<file path="src/rtl/axis_differentiator_ctrl.sv">
// axis_differentiator_ctrl: flushes and settles the differentiator datapath, blanking its stream until the history is fresh
module axis_differentiator_ctrl #(
    parameter int AXIS_TDATA_WIDTH = 16,
    parameter int CLEAR_CYCLES     = 2,
    parameter int SETTLE_SAMPLES   = 8
) (
    input  logic                        aclk,
    input  logic                        aresetn,
    input  logic                        cfg_enable,
    input  logic                        cfg_restart,
    output logic                        dp_aresetn,
    output logic                        dp_enable,
    input  logic                        S_AXIS_tvalid,
    input  logic [AXIS_TDATA_WIDTH-1:0] S_AXIS_tdata,
    output logic                        S_AXIS_tready,
    input  logic                        M_AXIS_tready,
    output logic                        M_AXIS_tvalid,
    output logic [AXIS_TDATA_WIDTH-1:0] M_AXIS_tdata,
    output logic [1:0]                  status_state,
    output logic [15:0]                 restart_count
);
    typedef enum logic [1:0] {BYPASS, CLEAR, SETTLE, ACTIVE} state_t;
    localparam int CW = $clog2((CLEAR_CYCLES > SETTLE_SAMPLES ? CLEAR_CYCLES : SETTLE_SAMPLES) + 1);
    localparam logic [CW-1:0] CLR_LAST = CW'(CLEAR_CYCLES - 1);
    localparam logic [CW-1:0] SET_LAST = CW'(SETTLE_SAMPLES - 1);
    state_t        r_state, w_state_next;
    logic [CW-1:0] r_cnt, w_cnt_next;
    logic          r_dp_aresetn, r_dp_enable;
    logic [15:0]   r_restart_count;
    logic          w_enter_clear;
    logic          w_unused;
    assign w_unused      = M_AXIS_tready;
    // a restart pulse only re-flushes while enabled; BYPASS enters CLEAR on enable alone
    assign w_enter_clear = cfg_enable && (r_state == BYPASS || cfg_restart);
    always_comb begin
        w_state_next = r_state;
        w_cnt_next   = r_cnt;
        if (!cfg_enable) begin
            w_state_next = BYPASS;
            w_cnt_next   = '0;
        end else if (w_enter_clear) begin
            w_state_next = CLEAR;
            w_cnt_next   = '0;
        end else if (r_state == CLEAR) begin
            w_state_next = (r_cnt == CLR_LAST) ? SETTLE : CLEAR;
            w_cnt_next   = (r_cnt == CLR_LAST) ? '0 : r_cnt + 1'b1;
        end else if (r_state == SETTLE && S_AXIS_tvalid) begin
            w_state_next = (r_cnt == SET_LAST) ? ACTIVE : SETTLE;
            w_cnt_next   = (r_cnt == SET_LAST) ? '0 : r_cnt + 1'b1;
        end
    end
    always_ff @(posedge aclk) begin
        if (!aresetn) begin
            r_state         <= BYPASS;
            r_cnt           <= '0;
            r_dp_aresetn    <= 1'b0;
            r_dp_enable     <= 1'b0;
            r_restart_count <= '0;
        end else begin
            r_state         <= w_state_next;
            r_cnt           <= w_cnt_next;
            r_dp_aresetn    <= (w_state_next != CLEAR);
            r_dp_enable     <= (w_state_next == SETTLE || w_state_next == ACTIVE);
            if (w_enter_clear && r_restart_count != 16'hFFFF)
                r_restart_count <= r_restart_count + 16'd1;
        end
    end
    assign dp_aresetn    = r_dp_aresetn;
    assign dp_enable     = r_dp_enable;
    assign S_AXIS_tready = 1'b1;
    assign M_AXIS_tvalid = S_AXIS_tvalid;
    assign M_AXIS_tdata  = (r_state == CLEAR || r_state == SETTLE) ? '0 : S_AXIS_tdata;
    assign status_state  = r_state;
    assign restart_count = r_restart_count;
endmodule

</file>
<file path="config.mk">
export PLATFORM = sky130hd
export DESIGN_NAME = axis_differentiator_ctrl
export DESIGN_NICKNAME = d
export VERILOG_FILES = /design/src/rtl/axis_differentiator_ctrl.sv
export SDC_FILE = /design/constraint.sdc
export NUM_CORES = 1
export LEC_CHECK = 0
export ABC_CLOCK_PERIOD_IN_PS = 1600
export CORE_MARGIN = 5
export CORE_UTILIZATION = 30
export CTS_BUF_LIST = sky130_fd_sc_hd__clkbuf_8
export CTS_CLUSTER_SIZE = 14
export DETAILED_ROUTE_END_ITERATION = 12
export GPL_TIMING_DRIVEN = 0
export PLACE_DENSITY = 0.69
export SYNTH_ARGS = -nofsm -noshare
export SYNTH_HDL_FRONTEND = slang
export SYNTH_SLANG_ARGS = --single-unit
</file>
<file path="constraint.sdc">
create_clock -name aclk -period 1.6 [get_ports aclk]
set_clock_uncertainty 0.05 [all_clocks]
set_input_delay 0.16 -clock aclk [delete_from_list [all_inputs] [get_ports aclk]]
set_output_delay 0.16 -clock aclk [all_outputs]
set_load 0.01 [all_outputs]
</file>
; ---- Word level (Yosys, flattened, before mapping)
; Cells that the tools add are included.
[totals]
output_inout_bits = 38
reg_bits = 24
word_cells = 37
[op_classes]
n_reduce_logical = 9
bitwise = 2
eq_ne = 8
n_mux = 11
addsub = 2
[ops]
columns = operator, n
row1 = adder 16 x 1 -> 16 bit (second input constant), 1
row2 = two-way mux 16 bit, 1
row3 = two-way mux 4 bit, 4
row4 = != test 16 bit (second input constant), 1
row5 = two-way mux 2 bit, 5
row6 = equality test 2 bit (second input constant), 3
row7 = adder 4 x 1 -> 4 bit (second input constant), 1
row8 = equality test 4 x 1 -> 1 bit (second input constant), 1
row9 = equality test 4 x 3 -> 1 bit (second input constant), 1
row10 = logical AND 1 bit, 3
row11 = logical OR 1 bit, 3
row12 = OR reduction 3 bit, 1
row13 = equality test 2 x 1 -> 1 bit (second input constant), 1
row14 = logical NOT 2 bit, 1
row15 = != test 2 x 1 -> 1 bit (second input constant), 1
row16 = NOT 1 bit, 2
row17 = nonzero test 2 bit, 1
row18 = two-way mux 1 bit, 1

; ---- Longest topological paths before layout
; Gate-level depths: netlist (run 1).
[logic_depth]
depth_word = 8
depth_mapped = 7

; ---- Least setup slack after synthesis (run 1)
; No wires, ideal clock.
[synth_timing]
path_kind = flip-flop to flip-flop
start = register r_state[0], in the netlist status_state[0]
end = register r_dp_aresetn, in the netlist dp_aresetn
t_required_ps = 1436
setup_slack_ps = -79
arrival_time_ps = 1515
setup_time_ps = 114
path_buffers = 0
path_stages_with_launch = 8
path_cell_list = dfxtp_1 inv_1 ha_1 and2_1 or2_2 o2111ai_1 nand2_1 a21o_1
[synth_between]
elab_chain_len = 7
elab_cells_between_ends = 11
classes_between = eq/ne (3) / mux (4) / reduce/logical (4)
[synth_lines]
columns = element, line
row1 = "start, declared", 26  ; state_t r_state, w_state_next;
row2 = "start signal, assigned", 60  ; r_state <= w_state_next;
row3 = equality test 2 bit, 47  ; end else if (r_state == SETTLE && S_AXIS_tvalid) begin
row4 = logical AND 1 bit, 47
row5 = two-way mux 2 bit, 47
row6 = two-way mux 2 bit, 44  ; end else if (r_state == CLEAR) begin
row7 = two-way mux 2 bit *, 41  ; end else if (w_enter_clear) begin
row8 = two-way mux 2 bit *, 38  ; if (!cfg_enable) begin
row9 = != test 2 x 1 -> 1 bit *, 62  ; r_dp_aresetn <= (w_state_next != CLEAR);
row10 = "end signal, assigned", 62
row11 = "end, declared", 28  ; logic r_dp_aresetn, r_dp_enable;
; Mark *: on every way between the ends. The rest lies on a longest branch, timed or not.
; A chain may end at the register's enable or synchronous reset.

; ---- Worst setup path in the final report (run 1)
[layout_timing]
start = register r_state[0], in the netlist status_state[0]
end = register r_restart_count[10], in the netlist restart_count[10]
[layout_between]
elab_chain_len = 4
[layout_lines]
columns = element, line
row1 = logical NOT 2 bit, 34  ; assign w_enter_clear = cfg_enable && (r_state == BYPASS || cfg_restart);
row2 = logical OR 1 bit, 34
row3 = logical AND 1 bit, 34
row4 = logical AND 1 bit, 64  ; if (w_enter_clear && r_restart_count != 16'hFFFF)
row5 = "end signal, assigned", 65  ; r_restart_count <= r_restart_count + 16'd1;
row6 = "end, declared", 29  ; logic [15:0] r_restart_count;
; No other way between the ends.

==> reports/metrics.cfg, run 1 <==
[route]
via_count = 1314
routed_via_density = 4.710
wl_per_cell_um = 13.03
first_iter_violations = 53
dr.pass1.iters = 4
wl_mm = 3.635
detail-route-antenna-nets = 0
drc = 0

[floorplan]
initial_utilization = 0.3080
core_area_mm2 = 0.004354
dieWidth_um = 76.87
die_y_um = 76.87
die_area_mm2 = 0.005908
ios = 60
num_rows = 24

[setup_path]
crit_chain = inv_4 -> ha_4 -> o21ai_2 -> or2_4 -> nor3b_4 -> nand3_2 -> mux2i_1
arrival_ns = 1.72
cpPeakStageDelay_ns = 0.36
path_max_fanout = 4
worstSetupPathType = reg -> reg
start_kind = flop
crit_path_top_delay_cell = dfxtp_4
required_ns = 1.72
end_kind = flop

[timing]
timing.final.crit_share = 1.002
setup_viol = 2
hold_viol = 0
final.setup.worst_slack_ns = -0.003284
clock.fmax_ghz = 0.6237
rsz0062_at_grt = true
period_needed_ns = 1.603
slew_violations = 0

[logic_synthesis]
yosysMostFrequentCell = dfxtp_1
synth.largest_area_cell = dfxtp_1
synth_area_leaders = dfxtp_1 36%, nor2b_1 8.4%, ha_1 6.5%, nor2_1 4.8%, xnor2_1 3.9%
synth_cell_types = 38
ys_warn_count = 0
synth_area_mm2 = 0.001341
synth_async_sr_flop_share = 0
syn-num-nets = 189
syn_inst = 160
yosys_register_bits = 24
synthFlopType = dfxtp_1
synth-edff-count = 0
netlist_top_cells_count = 24 x dfxtp_1, 18 x nor2b_1, 17 x nor2_1
yosysSeqAreaShare = 0.3582
yosysTopAreaCellShare = 0.3582
syn_avg_cell_area_um2 = 8.383

[global_routing]
grt_usage = 0.1194
grt-ovfl-total = 0
grt_max_degree = 14
grt_pass1_vias = 1236
antenna_found_initial = 0
grt_pass1_wl_mm = 5.892

[flow_run]
maxCapViolCount = 0

[cells_and_area]
final_core_util = 0.5000
area_delta_synth_final_pct = 62.31
num-fill-cells = 407
diodes = 0
fin_nets = 257
layout-drive-gt1-share = 0.2687

[pwr]
powerDensity_mw_per_mm2 = 590.6
p_leak_nw = 0.7962
power_mw = 1.286
irDropWorstVdd_uv = 643.9

[clocking]
cts_buffer_depth = 2
cts_inserted_buffers = 3
cts_num_sinks = 24
htreeDepth = 1
ctsRootBufferMaster = clkbuf_8
clkTransAtPathRegs_ns = 0.09
clk_latency_ns = 0.27
cts_tree = done

[run_status]
status = finished with violations
violations = negative setup slack

[placed_design]
place_congestion = 0.7339
dp_hpwl_mm = 2.744
port_buffers = 56

[hold_path]
min_path_type = in -> reg

==> cells in the final DEF, fill, tap and decap left out, types with 3 or more instances in the layout <==
| cell type | count |
|---|---|
| a21oi_1 | 5 |
| a31oi_1 | 5 |
| and3_1 | 3 |
| and4_1 | 3 |
| buf_2 | 8 |
| buf_4 | 9 |
| clkbuf_8 | 4 |
| clkdlybuf4s15_1 | 4 |
| clkdlybuf4s50_1 | 40 |
| dfxtp_1 | 15 |
| dfxtp_2 | 6 |
| dfxtp_4 | 3 |
| ha_1 | 3 |
| inv_1 | 5 |
| nand2_1 | 11 |
| nand3_1 | 5 |
| nand4_1 | 5 |
| nor2_1 | 16 |
| nor2b_1 | 14 |
| o21ai_0 | 5 |
| xnor2_1 | 6 |
| xor2_1 | 4 |
==> cell type report <==
type | instances | area (µm²) | area share
inverter | 7 | 28.78 | 0.01322
clock buffer | 4 | 55.05 | 0.02529
timing repair buffer | 63 | 583.1 | 0.2678
buffer | 6 | 45.04 | 0.02069
multi-input combinational | 123 | 900.9 | 0.4138
sequential | 24 | 499.2 | 0.2293
tap | 52 | 65.06 | 0.02989
==> stage by stage <==
step | hold WS, ns | instances | worst slack, ns | setup TNS, ns | area [µm²]
after CTS | 0.2443 | 275 | -0.0009741 | -0.0009741 | 2042
after global routing | 0.2734 | 279 | -0.1049 | -0.9760 | 2177
final | 0.2486 | 279 | -0.003284 | -0.003499 | 2177
after floorplan | 0.2558 | 160 | -0.02421 | -0.02421 | 1346
after global placement | 0.4369 | 268 | -0.3967 | -6.434 | 1972
after detailed placement | 0.4450 | 268 | -0.4089 | -6.953 | 1972
==> kinds of logic after synthesis <==
kind of cell    share of synthesized area
flops                              0.3582
compound gates                     0.1418
fa+ha+maj                         0.06530
simple gates                       0.3144
xor+xnor                          0.06530
buf+inv                           0.04478
other cells                      0.002796
mux                              0.007463
==> worst max-delay path: cells and delay by family (launching register included) <==
kind | cells | cell delay (ns)
AND/OR/NAND/NOR | 3 | 0.69
flip-flops | 1 | 0.36
adder cells (fa/ha/maj) | 1 | 0.14
multiplexers | 1 | 0.13
buffers and inverters | 1 | 0.07
AO/OA/AOI/OAI | 1 | 0.06
==> layer usage <==
layer | GRT usage | share of wire
met1 | 0.1509 | 0.46
met3 | 0.03279 | 0.032
met4 | 0.03147 | 0.011
met2 | 0.1986 | 0.50
met5 | 0 | 0
==> registers in the layout, indices dropped and copies added, names as in the netlist <==
register       cells
restart_count     16
r_cnt              4
status_state       2
dp_aresetn         1
dp_enable          1
==> timing repair <==
item / in CTS / in global routing
gates cloned: 0 / 1
gates resized for setup: 66 / 33
endpoints found under the hold margin: 0 / 0
hold buffers: 0 / 0
pin swaps: 9 / 9
endpoints found under the setup margin: 27 / 36
setup buffers: 3 / 3
==> final timing paths <==
path / slack, ns / start / endpoint / depth (start not counted)
worst max-delay path: -0.003 / status_state[0] / restart_count[10] / 7
worst min register to register: 0.45 / r_cnt[0] / r_cnt[0] / 2
worst max register to register: -0.003 / status_state[0] / restart_count[10] / 7
worst min-delay path: 0.25 / aresetn / restart_count[1] / 3
==> power by group <==
group | internal (mW) | switching, mW
Combinational | 0.148 | 0.104
Clock | 0.220 | 0.197
Sequential | 0.605 | 0.0121
Power figures use the tool's default switching activity.
==> run 2: changes to the inputs <==
CORE_UTILIZATION = 39   (was 30)
PLACE_DENSITY = 0.85   (was 0.69)
SKIP_CTS_REPAIR_TIMING = 1   (was default)
==> run 2 against run 1 <==
The run still ends with negative setup slack left. Fmax shrank 1.0%. Power shrank 1.8%. Combinational power shrank 8.7%. Final area shrank 3.9%.
==> reports/metrics.cfg, run 2 (synthesized netlist as in run 1, its figures left out) <==
[cells_and_area]
mostFrequentLayoutCells = 40 x clkdlybuf4s50_1, 17 x nor2_1, 16 x nor2b_1, 12 x dfxtp_1
layout-drive-gt1-share = 0.2387
final_core_util = 0.6273
postLayoutCellArea_mm2 = 0.002093
fin_nets = 252
area_delta_synth_final_pct = 56.06
largest_register_ffs = 16
final_common_cell = clkdlybuf4s50_1
diodes = 0

[route]
first_iter_violations = 64
routed_via_density = 5.007
wl_per_cell_um = 14.02
dr.pass1.iters = 4
via_count = 1342
detail-route-antenna-nets = 0
wl_mm = 3.757
drc = 0

[setup_path]
rr_startpoint = status_state[0]
crit_path_top_delay_cell = dfxtp_2
path_buf_inv = 1
critPathTopFamily = simple AND/OR/NAND/NOR gates
worstSetupPathType = reg -> reg
end_kind = flop
start_kind = flop
ff2ff_path_depth = 7
regToRegSetupSlack_ns = -0.02
r2r-end = restart_count[10]
cpPeakStageDelay_ns = 0.35
path_max_fanout = 5
arrival_ns = 1.73
startpoint = status_state[0]
crit_chain = inv_2 -> ha_4 -> o21ai_4 -> or2_4 -> nor3b_4 -> nand3_2 -> mux2i_1
required_ns = 1.71

[floorplan]
ios = 60
core_area_mm2 = 0.003337
die_y_um = 68.65
die_area_mm2 = 0.004712
initial_utilization = 0.4019
num_rows = 21
dieWidth_um = 68.65

[global_routing]
grt-ovfl-total = 0
grt_pass1_wl_mm = 5.326
grt_usage = 0.1497
grt_max_degree = 14
grt_pass1_vias = 1166
antenna_found_initial = 0

[clocking]
clkTransAtPathRegs_ns = 0.09
htreeDepth = 1
cts_buffer_depth = 2
ctsRootBufferMaster = clkbuf_8
cts_inserted_buffers = 3
cts_tree = done
cts_num_sinks = 24
clk_latency_ns = 0.27

[timing]
clock.fmax_ghz = 0.6175
slew_violations = 0
final.setup.worst_slack_ns = -0.01947
finalSetupTns_ns = -0.05247
setup_viol = 5
period_needed_ns = 1.619
hold_viol = 0
rsz0062_at_grt = true
timing.final.crit_share = 1.012

[hold_path]
hold_end = restart_count[1]
worstHoldPathCells = 3
min_path_type = in -> reg
worstHoldStart = aresetn

[placed_design]
place_area_mm2 = 0.001964
place_congestion = 0.8231
dp_hpwl_mm = 2.789
port_buffers = 56

[pwr]
powerDensity_mw_per_mm2 = 603.2
power_mw = 1.263
p_leak_nw = 0.8225
irDropWorstVdd_uv = 509.2

[flow_run]
maxCapViolCount = 0

[run_status]
status = finished with violations
violations = negative setup slack

-- run 2: how the worst max path moves through the flow --
| stage | to | depth (start not counted) |
|---|---|---|
| 2_1_floorplan | dp_aresetn | 7 |
| 3_3_place_gp | M_AXIS_tdata[10] | 5 |
| 3_5_place_dp | M_AXIS_tdata[12] | 5 |
| 4_1_cts | M_AXIS_tdata[12] | 5 |
| 5_1_grt | restart_count[15] | 7 |
| 6_report | restart_count[10] | 7 |
-- run 2: through the flow --
stage / std cells / hold slack [ns] / setup slack (ns)
5_1_grt: 268 / 0.2480 / -0.1149
6_report: 268 / 0.2321 / -0.01947
4_1_cts: 266 / 0.2397 / -0.7205
3_3_place_gp: 262 / 0.4344 / -0.4108
3_5_place_dp: 262 / 0.4360 / -0.4044
2_1_floorplan: 160 / 0.2558 / -0.02421
-- run 2: final cells by class --
| cell class | instances | area [µm²] |
|---|---|---|
| inverters | 7 | 26.28 |
| multi-input cells | 123 | 867.1 |
| fillers | 310 | 1244 |
| clock buffers | 4 | 55.05 |
| well taps | 46 | 57.56 |
| plain buffers | 6 | 48.80 |
| repair buffers | 58 | 540.5 |
| flip-flops and latches | 24 | 498.0 |
-- run 2: power breakdown --
group	switching, mW	internal, mW	total, mW
Sequential	0.00947	0.606	0.615
Combinational	0.0979	0.132	0.230
Clock	0.197	0.220	0.417
-- run 2: worst reg2reg max path, stage by stage (launching register included) --
cell	delay (ns)
dfxtp_2	0.35
inv_2	0.09
ha_4	0.16
o21ai_4	0.06
or2_4	0.29
nor3b_4	0.29
nand3_2	0.11
mux2i_1	0.13
-- run 2: routing by layer --
layer | vias to the layer above | part of all wire | global-route usage
li1 | 679 | - | -
met1 | 641 | 0.42 | 0.1726
met2 | 18 | 0.54 | 0.2682
met3 | 4 | 0.034 | 0.04376
met4 | 0 | 0.0075 | 0.03722
met5 | - | 0 | 0
==> run 3: changes to the inputs <==
CORE_MARGIN = default   (was 5)
==> run 3 against run 2 <==
The flow still finishes with violations (negative setup slack). Sequential share of layout area shrank 0.91 points. Setup slack worse by 0.066 ns. Via count up 2.0%. Final cell count is 0.37% higher. Critical endpoint is now dp_aresetn. Count of clock-buffer cells in the layout decreased by 1. First-iteration DRC count fell by 50%. Worst hold slack improved by 0.025 ns.
==> reports/metrics.cfg, run 3 (synthesized netlist as in run 1, its figures left out) <==
[clocking]
ctsRootBufferMaster = clkbuf_8
cts_num_sinks = 24
cts_inserted_buffers = 3
cts_buffer_depth = 2
cts_tree = done
htreeDepth = 1
clkTransAtPathRegs_ns = 0.08
clk_latency_ns = 0.27

[timing]
clock.fmax_ghz = 0.5932
setup_viol = 11
rsz0062_at_grt = true
slew_violations = 0
timing.final.crit_share = 1.054
final.setup.worst_slack_ns = -0.08583
period_needed_ns = 1.686
hold_viol = 0

[global_routing]
grt_pass1_vias = 1213
antenna_found_initial = 0
grt_usage = 0.1840
grt_max_degree = 15
grt-ovfl-total = 0
grt_pass1_wl_mm = 5.126

[floorplan]
dieWidth_um = 60.65
initial_utilization = 0.4254
ios = 60
num_rows = 20
core_area_mm2 = 0.003153
die_y_um = 60.65
die_area_mm2 = 0.003678

[cells_and_area]
mostFrequentLayoutCells = 40 x clkdlybuf4s50_1, 17 x nor2_1, 15 x dfxtp_2, 13 x nor2b_1, 11 x nand2_1
layout-drive-gt1-share = 0.2800
final_core_util = 0.6972
fin_nets = 255
num-fill-cells = 237
area_delta_synth_final_pct = 63.90
final_common_cell = clkdlybuf4s50_1
diodes = 0
postLayoutCellArea_mm2 = 0.002198
largest_register_ffs = 16

[placed_design]
place_area_mm2 = 0.001962
dp_hpwl_mm = 2.342
place_congestion = 0.7923
port_buffers = 56

[route]
detail-route-antenna-nets = 0
drc = 0
dr.pass1.iters = 4
routed_via_density = 5.089
via_count = 1369
wl_mm = 3.470
first_iter_violations = 32
wl_per_cell_um = 12.90

[setup_path]
start_kind = flop
regToRegSetupSlack_ns = -0.09
path_buf_inv = 1
cpPeakStageDelay_ns = 0.34
end_kind = flop
ff2ff_path_depth = 7
path_max_fanout = 5
arrival_ns = 1.80
crit_chain = buf_4 -> ha_1 -> and2_1 -> or2_4 -> o2111ai_2 -> nand2_1 -> a21o_1
crit_path_top_delay_cell = dfxtp_2
r2r-end = dp_aresetn
worstSetupPathType = reg -> reg
required_ns = 1.71
critPathTopFamily = simple AND/OR/NAND/NOR gates
rr_startpoint = status_state[1]

[pwr]
powerDensity_mw_per_mm2 = 643.1
power_mw = 1.414
p_seq_frac = 0.439
switching_share = 0.2226
irDropWorstVdd_uv = 628.2
comb_power_share = 0.185
p_clk_frac = 0.376
power.internal_mw = 1.099
p_sw_mw = 0.3147
p_leak_nw = 0.8682

[hold_path]
worstHoldStart = aresetn
worstHoldPathCells = 3
hold_end = restart_count[10]
min_path_type = in -> reg

[run_status]
status = finished with violations
violations = negative setup slack

[flow_run]
maxCapViolCount = 0

[run 3: cell types whose count changed in the layout (fill, tap and decap cells not counted), sizes merged]
cell          previous run  this run
buf                     16        18
bufinv                   0         1
clkbuf                   6         7
dlymetal6s2s             6         5
[run 3: area by class of cell]
| class | count | area, µm² | area share |
|---|---|---|---|
| inverter | 7 | 28.78 | 0.01309 |
| clock inverter | 1 | 30.03 | 0.01366 |
| sequential | 24 | 503.0 | 0.2288 |
| tap | 44 | 55.05 | 0.02504 |
| timing repair buffer | 61 | 601.8 | 0.2738 |
| multi-input combinational | 123 | 893.4 | 0.4064 |
| clock buffer | 3 | 41.29 | 0.01878 |
| buffer | 6 | 45.04 | 0.02049 |
[run 3: how the worst max path moves through the flow]
stage / depth (start not counted) / slack (ns) / to / from
after floorplan: 7 / -0.02 / dp_aresetn / status_state[0]
after global placement: 5 / -0.35 / M_AXIS_tdata[9] / status_state[1]
after detailed placement: 5 / -0.40 / M_AXIS_tdata[9] / status_state[1]
after CTS: 5 / -0.71 / M_AXIS_tdata[12] / status_state[1]
after global routing: 7 / -0.17 / dp_aresetn / status_state[1]
final: 7 / -0.09 / dp_aresetn / status_state[1]
[run 3: worst reg2reg max path, cell delays in order, from the launching register on]
cell	delay (ns)
dfxtp_2	0.34
buf_4	0.13
ha_1	0.16
and2_1	0.16
or2_4	0.26
o2111ai_2	0.22
nand2_1	0.09
a21o_1	0.18
[run 3: stage by stage]
step                hold slack (ns)  instances  setup slack (ns)  setup TNS [ns]
floorplan                    0.2558        160          -0.02421        -0.02421
global placement             0.4387        260           -0.3532          -5.571
detailed placement           0.4460        260           -0.3963          -6.331
CTS                          0.2537        264           -0.7058          -10.21
global route                 0.2669        269           -0.1691          -1.722
finish                       0.2569        269          -0.08583         -0.3809
[run 3: routing by layer]
metal | track usage | vias to the layer above | routed length (µm)
met2 | 0.2936 | 47 | 1663
met3 | 0.05330 | 4 | 213
met5 | 0 | - | 0
li1 | - | 684 | -
met4 | 0.05519 | 0 | 32
met1 | 0.2418 | 634 | 1561
[run 3: power groups by stage]
| stage | clock network (mW) | logic (mW) | registers (mW) |
|---|---|---|---|
| floorplan | 0 | 0.0891 | 0.633 |
| global placement | 0 | 0.226 | 0.630 |
| detailed placement | 0 | 0.227 | 0.630 |
| CTS | 0.538 | 0.230 | 0.617 |
| global route | 0.576 | 0.284 | 0.622 |
| finish | 0.532 | 0.261 | 0.621 |
